**src/rtl/rv32i_ifetch.sv**
```systemverilog
// rv32i instruction fetch: sequential address generation, credit-limited imem requests,
// prefetch FIFO to decode, redirect flush. Optional misaligned-redirect trap: RV32I_IFETCH_MISALIGN_TRAP_EN.
module rv32i_ifetch #(
    parameter logic [31:0] RESET_PC   = 32'h0000_0000,
    parameter int unsigned FIFO_DEPTH = 4
) (
    input  logic        clk,
    input  logic        rst,
    input  logic        redirect_valid,
    input  logic [31:0] redirect_pc,
    output logic        imem_req_valid,
    input  logic        imem_req_ready,
    output logic [31:0] imem_req_addr,
    input  logic        imem_rsp_valid,
    input  logic [31:0] imem_rsp_data,
    output logic        if_valid,
    input  logic        if_ready,
    output logic [31:0] if_pc,
    output logic [31:0] if_instr,
    output logic        if_fault
);
    localparam int unsigned PTR_W = (FIFO_DEPTH > 1) ? $clog2(FIFO_DEPTH) : 1;
    localparam int unsigned CNT_W = PTR_W + 1;
    localparam logic [31:0] NOP_INSTR = 32'h0000_0013;

    typedef logic [PTR_W-1:0] ptr_t;
    typedef logic [CNT_W-1:0] cnt_t;
    typedef logic [CNT_W:0]   sum_t;

    localparam ptr_t PTR_ONE    = ptr_t'(1);
    localparam cnt_t CNT_ONE    = cnt_t'(1);
    localparam sum_t CREDIT_MAX = sum_t'(FIFO_DEPTH);

    logic [31:0] fetch_pc_q, fetch_pc_d;
    cnt_t        outstanding_q, outstanding_d;
    cnt_t        drop_cnt_q, drop_cnt_d;

    logic [31:0] tag_mem_q [FIFO_DEPTH];
    logic [31:0] tag_mem_d [FIFO_DEPTH];
    ptr_t        tag_wr_q, tag_wr_d;
    ptr_t        tag_rd_q, tag_rd_d;

    logic [31:0] fifo_pc_q    [FIFO_DEPTH];
    logic [31:0] fifo_pc_d    [FIFO_DEPTH];
    logic [31:0] fifo_instr_q [FIFO_DEPTH];
    logic [31:0] fifo_instr_d [FIFO_DEPTH];
    ptr_t        fifo_wr_q, fifo_wr_d;
    ptr_t        fifo_rd_q, fifo_rd_d;
    cnt_t        count_q, count_d;

    logic [31:0] redirect_target;
    sum_t        credit_sum;
    logic        fetch_en;
    logic        trap_wr;
    logic        req_fire;
    logic        rsp_drop;
    logic        rsp_keep;
    logic        fifo_we;
    logic        pop;

`ifdef RV32I_IFETCH_MISALIGN_TRAP_EN
    typedef enum logic [1:0] {
        ST_RUN,
        ST_TRAP,
        ST_HALT
    } state_t;

    state_t state_q, state_d;
    logic   fifo_fault_q [FIFO_DEPTH];
    logic   fifo_fault_d [FIFO_DEPTH];

    // A misaligned redirect parks here; fetch_pc_q holds the faulting pc for the trap entry.
    always_comb begin
        state_d = state_q;
        if (redirect_valid) begin
            state_d = (redirect_pc[1:0] != 2'b00) ? ST_TRAP : ST_RUN;
        end else if (state_q == ST_TRAP) begin
            state_d = ST_HALT;
        end
        trap_wr         = (state_q == ST_TRAP) && !redirect_valid;
        fetch_en        = (state_q == ST_RUN);
        redirect_target = redirect_pc;
    end
`else
    always_comb begin
        trap_wr         = 1'b0;
        fetch_en        = 1'b1;
        redirect_target = redirect_pc & ~32'd3;
    end
`endif

    always_comb begin
        credit_sum     = sum_t'(outstanding_q) + sum_t'(count_q);
        imem_req_valid = !rst && !redirect_valid && fetch_en && (credit_sum < CREDIT_MAX);
        imem_req_addr  = fetch_pc_q;
        req_fire       = imem_req_valid && imem_req_ready;
        rsp_drop       = imem_rsp_valid && (drop_cnt_q != '0);
        rsp_keep       = imem_rsp_valid && (drop_cnt_q == '0) && !redirect_valid;
        fifo_we        = rsp_keep || trap_wr;
        pop            = (count_q != '0) && if_ready;
    end

    always_comb begin
        fetch_pc_d    = fetch_pc_q;
        outstanding_d = outstanding_q;
        drop_cnt_d    = drop_cnt_q;
        tag_mem_d     = tag_mem_q;
        tag_wr_d      = tag_wr_q;
        tag_rd_d      = tag_rd_q;
        fifo_pc_d     = fifo_pc_q;
        fifo_instr_d  = fifo_instr_q;
        fifo_wr_d     = fifo_wr_q;
        fifo_rd_d     = fifo_rd_q;
        count_d       = count_q;
`ifdef RV32I_IFETCH_MISALIGN_TRAP_EN
        fifo_fault_d  = fifo_fault_q;
`endif

        if (req_fire) begin
            tag_mem_d[tag_wr_q] = fetch_pc_q;
            tag_wr_d            = tag_wr_q + PTR_ONE;
            fetch_pc_d          = fetch_pc_q + 32'd4;
        end

        case ({req_fire, imem_rsp_valid})
            2'b10:   outstanding_d = outstanding_q + CNT_ONE;
            2'b01:   outstanding_d = outstanding_q - CNT_ONE;
            default: outstanding_d = outstanding_q;
        endcase

        if (rsp_drop) begin
            drop_cnt_d = drop_cnt_q - CNT_ONE;
        end
        if (rsp_keep) begin
            tag_rd_d = tag_rd_q + PTR_ONE;
        end

        if (fifo_we) begin
            fifo_pc_d[fifo_wr_q]    = trap_wr ? fetch_pc_q : tag_mem_q[tag_rd_q];
            fifo_instr_d[fifo_wr_q] = trap_wr ? NOP_INSTR : imem_rsp_data;
`ifdef RV32I_IFETCH_MISALIGN_TRAP_EN
            fifo_fault_d[fifo_wr_q] = trap_wr;
`endif
            fifo_wr_d = fifo_wr_q + PTR_ONE;
        end
        if (pop) begin
            fifo_rd_d = fifo_rd_q + PTR_ONE;
        end

        case ({fifo_we, pop})
            2'b10:   count_d = count_q + CNT_ONE;
            2'b01:   count_d = count_q - CNT_ONE;
            default: count_d = count_q;
        endcase

        // Flush after the pop: every still-unreturned response, minus the one arriving now, is stale.
        if (redirect_valid) begin
            fetch_pc_d = redirect_target;
            drop_cnt_d = imem_rsp_valid ? (outstanding_q - CNT_ONE) : outstanding_q;
            tag_rd_d   = tag_wr_q;
            fifo_rd_d  = fifo_wr_q;
            count_d    = '0;
        end
    end

    always_ff @(posedge clk or posedge rst) begin
        if (rst) begin
            fetch_pc_q    <= RESET_PC;
            outstanding_q <= '0;
            drop_cnt_q    <= '0;
            tag_mem_q     <= '{default: '0};
            tag_wr_q      <= '0;
            tag_rd_q      <= '0;
            fifo_pc_q     <= '{default: '0};
            fifo_instr_q  <= '{default: '0};
            fifo_wr_q     <= '0;
            fifo_rd_q     <= '0;
            count_q       <= '0;
`ifdef RV32I_IFETCH_MISALIGN_TRAP_EN
            fifo_fault_q  <= '{default: 1'b0};
            state_q       <= ST_RUN;
`endif
        end else begin
            fetch_pc_q    <= fetch_pc_d;
            outstanding_q <= outstanding_d;
            drop_cnt_q    <= drop_cnt_d;
            tag_mem_q     <= tag_mem_d;
            tag_wr_q      <= tag_wr_d;
            tag_rd_q      <= tag_rd_d;
            fifo_pc_q     <= fifo_pc_d;
            fifo_instr_q  <= fifo_instr_d;
            fifo_wr_q     <= fifo_wr_d;
            fifo_rd_q     <= fifo_rd_d;
            count_q       <= count_d;
`ifdef RV32I_IFETCH_MISALIGN_TRAP_EN
            fifo_fault_q  <= fifo_fault_d;
            state_q       <= state_d;
`endif
        end
    end

    always_comb begin
        if_valid = (count_q != '0);
        if_pc    = fifo_pc_q[fifo_rd_q];
        if_instr = fifo_instr_q[fifo_rd_q];
`ifdef RV32I_IFETCH_MISALIGN_TRAP_EN
        if_fault = if_valid && fifo_fault_q[fifo_rd_q];
`else
        if_fault = 1'b0;
`endif
    end

endmodule

```
**config.mk**
```make
export PLATFORM = sky130hd
export DESIGN_NAME = rv32i_ifetch
export DESIGN_NICKNAME = d
export VERILOG_FILES = /design/src/rtl/rv32i_ifetch.sv
export SDC_FILE = /design/constraint.sdc
export NUM_CORES = 1
export LEC_CHECK = 0
export ABC_CLOCK_PERIOD_IN_PS = 36900
export CORE_ASPECT_RATIO = 0.7
export CORE_MARGIN = 3
export CORE_UTILIZATION = 35
export DETAILED_ROUTE_END_ITERATION = 16
export PLACE_DENSITY = 0.59
export RECOVER_POWER = 100
export REMOVE_ABC_BUFFERS = 1
export SYNTH_ARGS = -nofsm -noshare
export SYNTH_HDL_FRONTEND = slang
export SYNTH_SLANG_ARGS = --single-unit
```
**constraint.sdc**
```tcl
create_clock -name clk -period 36.9 [get_ports clk]
set_input_delay 7.38 -clock clk [delete_from_list [all_inputs] [get_ports clk]]
set_output_delay 7.38 -clock clk [all_outputs]
set_load 0.01 [all_outputs]
```
==> results.py <==
metrics = {
    "outcome": {
        "status": "finished, violations left",
        "failed_checks": "capacitance limit, slew limit",
    },
    "floorplanning": {
        "fp.dieW_um": 282,
        "start_util_pct": 35.5,
        "num_rows": 70,
        "coreArea_um2": 52500,
        "die_height_um": 199,
        "ios": 169,
        "die_area_um2": 56100,
    },
    "critical_path": {
        "critPathArrivalTime_ps": 19610,
        "end_kind": "asynchronous set/reset pin",
        "crit_required_ps": 36530,
        "critPathKind": "input pin to asynchronous set/reset pin",
        "critPathLaunchType": "input pin",
        "worst-path-max-fanout": 132,
    },
    "detailed_routing": {
        "drt_wl_total_um": 45000,
        "vias": 11000,
        "ant_nets": 0,
        "drt_iter0_drc": 590,
        "vias_per_cell": 5.23,
        "drc_errors": 0,
        "drt-pass1-iter-count": 4,
        "wl_per_cell_um": 21.3,
    },
    "place": {
        "gp_congestion": 0.742,
        "postPlaceCellArea_um2": 20900,
        "dpl.hpwl_um": 28500,
        "io_buffers": 161,
    },
    "sta": {
        "relSlewSlack_pct": -293,
        "fmax_ghz": 0.0501,
        "hold_viol_final": 0,
        "worstMarginPinSlew_ps": 5870,
        "finalSetupTns_ps": 0,
        "slew_viol_final": 758,
        "fin_skew_ps": 15.8,
        "fin_crit_sh_pct": 54.1,
        "rsz0062_at_grt": "false",
        "fin_crit_ps": 19970,
        "setup_violations": 0,
    },
    "clock_tree": {
        "clkTransAtPathRegs_ps": 60,
        "cts_htree_levels": 2,
        "cts_tree": "built",
        "cts.path.max_buffers": 3,
        "clk_latency_ps": 540,
        "cts_resized": 0,
        "cts_made_buffers": 42,
        "postCtsHoldBufs": 0,
        "clock-sinks": 415,
        "post-cts-setup-buffers": 0,
        "root_buffer": "clkbuf_16",
    },
    "power": {
        "cellPowerDensity_nw_per_um2": 75.9,
        "cellLeakagePower_nw": 10.4,
        "ir_worst_vdd_v": 0.0000387,
    },
    "finish": {
        "seq_area_um2": 10400,
        "final_area_um2": 22300,
        "layout-drive-gt1-share_pct": 37.5,
        "fillers": 4731,
        "area_growth_pct": 19.6,
        "layout.nets": 1480,
        "diodes": 0,
        "fin_util_pct": 42.5,
        "multi_input_area_um2": 7810,
    },
    "synth": {
        "synth-edff-count": 0,
        "yosysSeqAreaShare_pct": 55.7,
        "synth_cells": 1252,
        "synthTopCellsByArea": "dfrtp_1, mux2_2, mux4_2, nand2_1, o21ai_0",
        "yosysWarningCount": 0,
        "syn_avg_cell_area_um2": 14.9,
        "yosys.area.top_type": "dfrtp_1",
        "synth_area_um2": 18700,
        "ys_ff_latch": 415,
        "async_flop_share_pct": 100,
        "synth_top_area_share_pct": 55.7,
        "synthFlopType": "dfrtp_1",
        "ys_types": 51,
    },
    "global_routing": {
        "grt_pass1_wl_um": 71200,
        "grt_max_degree": 133,
        "grtUsageTotal_pct": 16.4,
        "grt_pass1_vias": 11800,
        "grt_overflow_total": 0,
        "antenna_found_initial": 0,
    },
    "flow_run": {
        "cap_violations": 15,
    },
    "min_path": {
        "min_path_type": "flip-flop to flip-flop",
    },
}
[stage by stage]
step	cells	hold WS [ps]	power (mW)	worst slack [ps]
global route	2110	505	1.80	14100
finish	2110	475	1.69	16930
CTS	2110	483	1.74	20620
global placement	2033	458	1.25	20680
detailed placement	2033	469	1.28	20630
floorplan	1166	445	1.06	17970
[final cells by class]
cell class                      instances  area share [%]
Tap cell                              684            3.84
Multi-Input combinational cell        734            35.0
Timing Repair Buffer                  183            7.70
Clock inverter                         17           0.852
Clock buffer                           60            5.75
Sequential cell                       415            46.6
Inverter                               17           0.292
[cell families after synthesis]
group           Yosys count  share of synthesized area (%)
mux                     447                           32.5
buf+inv                 107                           2.48
flops                   415                           55.7
other cells               1                         0.0201
xor+xnor                 21                          0.986
compound gates           81                           2.70
simple gates            163                           4.43
fa+ha+maj                17                           1.18
[report_power, final]
| group | internal, mW | switching (mW) |
|---|---|---|
| Combinational | 0.306 | 0.215 |
| Clock | 0.270 | 0.180 |
| Sequential | 0.617 | 0.107 |
| Total | 1.19 | 0.502 |
[Yosys cell counts, drive strengths merged, types with 2 or more instances]
cell type / n
a21o: 2
xnor2: 8
xor2: 13
o211ai: 5
dfrtp: 415
or3: 2
nand4: 10
nand3: 27
a31oi: 5
nor2: 16
o21ai: 45
and2: 3
mux4: 92
nor4: 2
a221o: 3
or4: 6
clkbuf: 52
clkinv: 2
o311ai: 6
buf: 38
mux2i: 3
a22oi: 2
nand2: 72
a21oi: 4
inv: 15
ha: 16
a41oi: 2
nor3: 11
o31a: 2
and3: 8
mux2: 352
a211oi: 2
[registers in the layout, indices dropped and copies added (netlist names)]
register / count
fifo_instr_q: 128
fifo_pc_q: 120
tag_mem_q: 120
imem_req_addr: 30
count_q: 3
drop_cnt_q: 3
outstanding_q: 3
fifo_rd_q: 2
fifo_wr_q: 2
tag_rd_q: 2
tag_wr_q: 2
[critical path: stages]
cell	delay (ps)
dlygate4sd3_1	570
clkinvlp_2	3220
clkbuf_1	2570
clkbuf_1	2530
clkbuf_1	3180
[routing by layer]
metal | global-route usage, % | vias to the layer above | wire length (um)
li1 | - | 4883 | -
met1 | 24.2 | 5892 | 21600
met2 | 25.1 | 203 | 20000
met3 | 2.97 | 53 | 2470
met4 | 3.94 | 0 | 850
met5 | 0 | - | 0
[cells in the final DEF (no fill, tap or decap), drive strengths merged, types with 2 or more instances in the layout]
cell type	Yosys	routed
o211ai	5	5
dlygate4sd3	0	95
clkdlybuf4s50	0	65
inv	15	14
a221o	3	3
and2	3	3
clkinvlp	0	3
nand4	10	10
conb	1	5
a41oi	2	2
o21ai	45	45
a21o	2	2
a21oi	4	4
a31oi	5	5
o31a	2	2
mux2i	3	3
mux4	92	92
nor3	11	11
and3	8	8
a22oi	2	2
ha	16	16
nand3	27	27
dfrtp	415	415
nor2	16	16
clkbuf	52	74
mux2	352	352
clkinv	2	13
nor4	2	2
buf	38	9
bufinv	0	4
xnor2	8	8
o311ai	6	6
or3	2	2
a211oi	2	2
xor2	13	13
or4	6	6
nand2	72	72
[worst paths after layout]
check,start,to,slack [ps],cells after the start
setup / recovery,rst,fifo_instr_q[113],16930,5
hold / removal,tag_mem_q[117],tag_mem_q[117],470,2
setup reg to reg,drop_cnt_q[0],fifo_instr_q[2],31390,7
hold reg to reg,tag_mem_q[117],tag_mem_q[117],470,2
max in group clk,rst,imem_req_valid,20530,4
min in group asynchronous,rst,outstanding_q[0],9120,2
No activity file was read; power rests on OpenSTA's default activity.
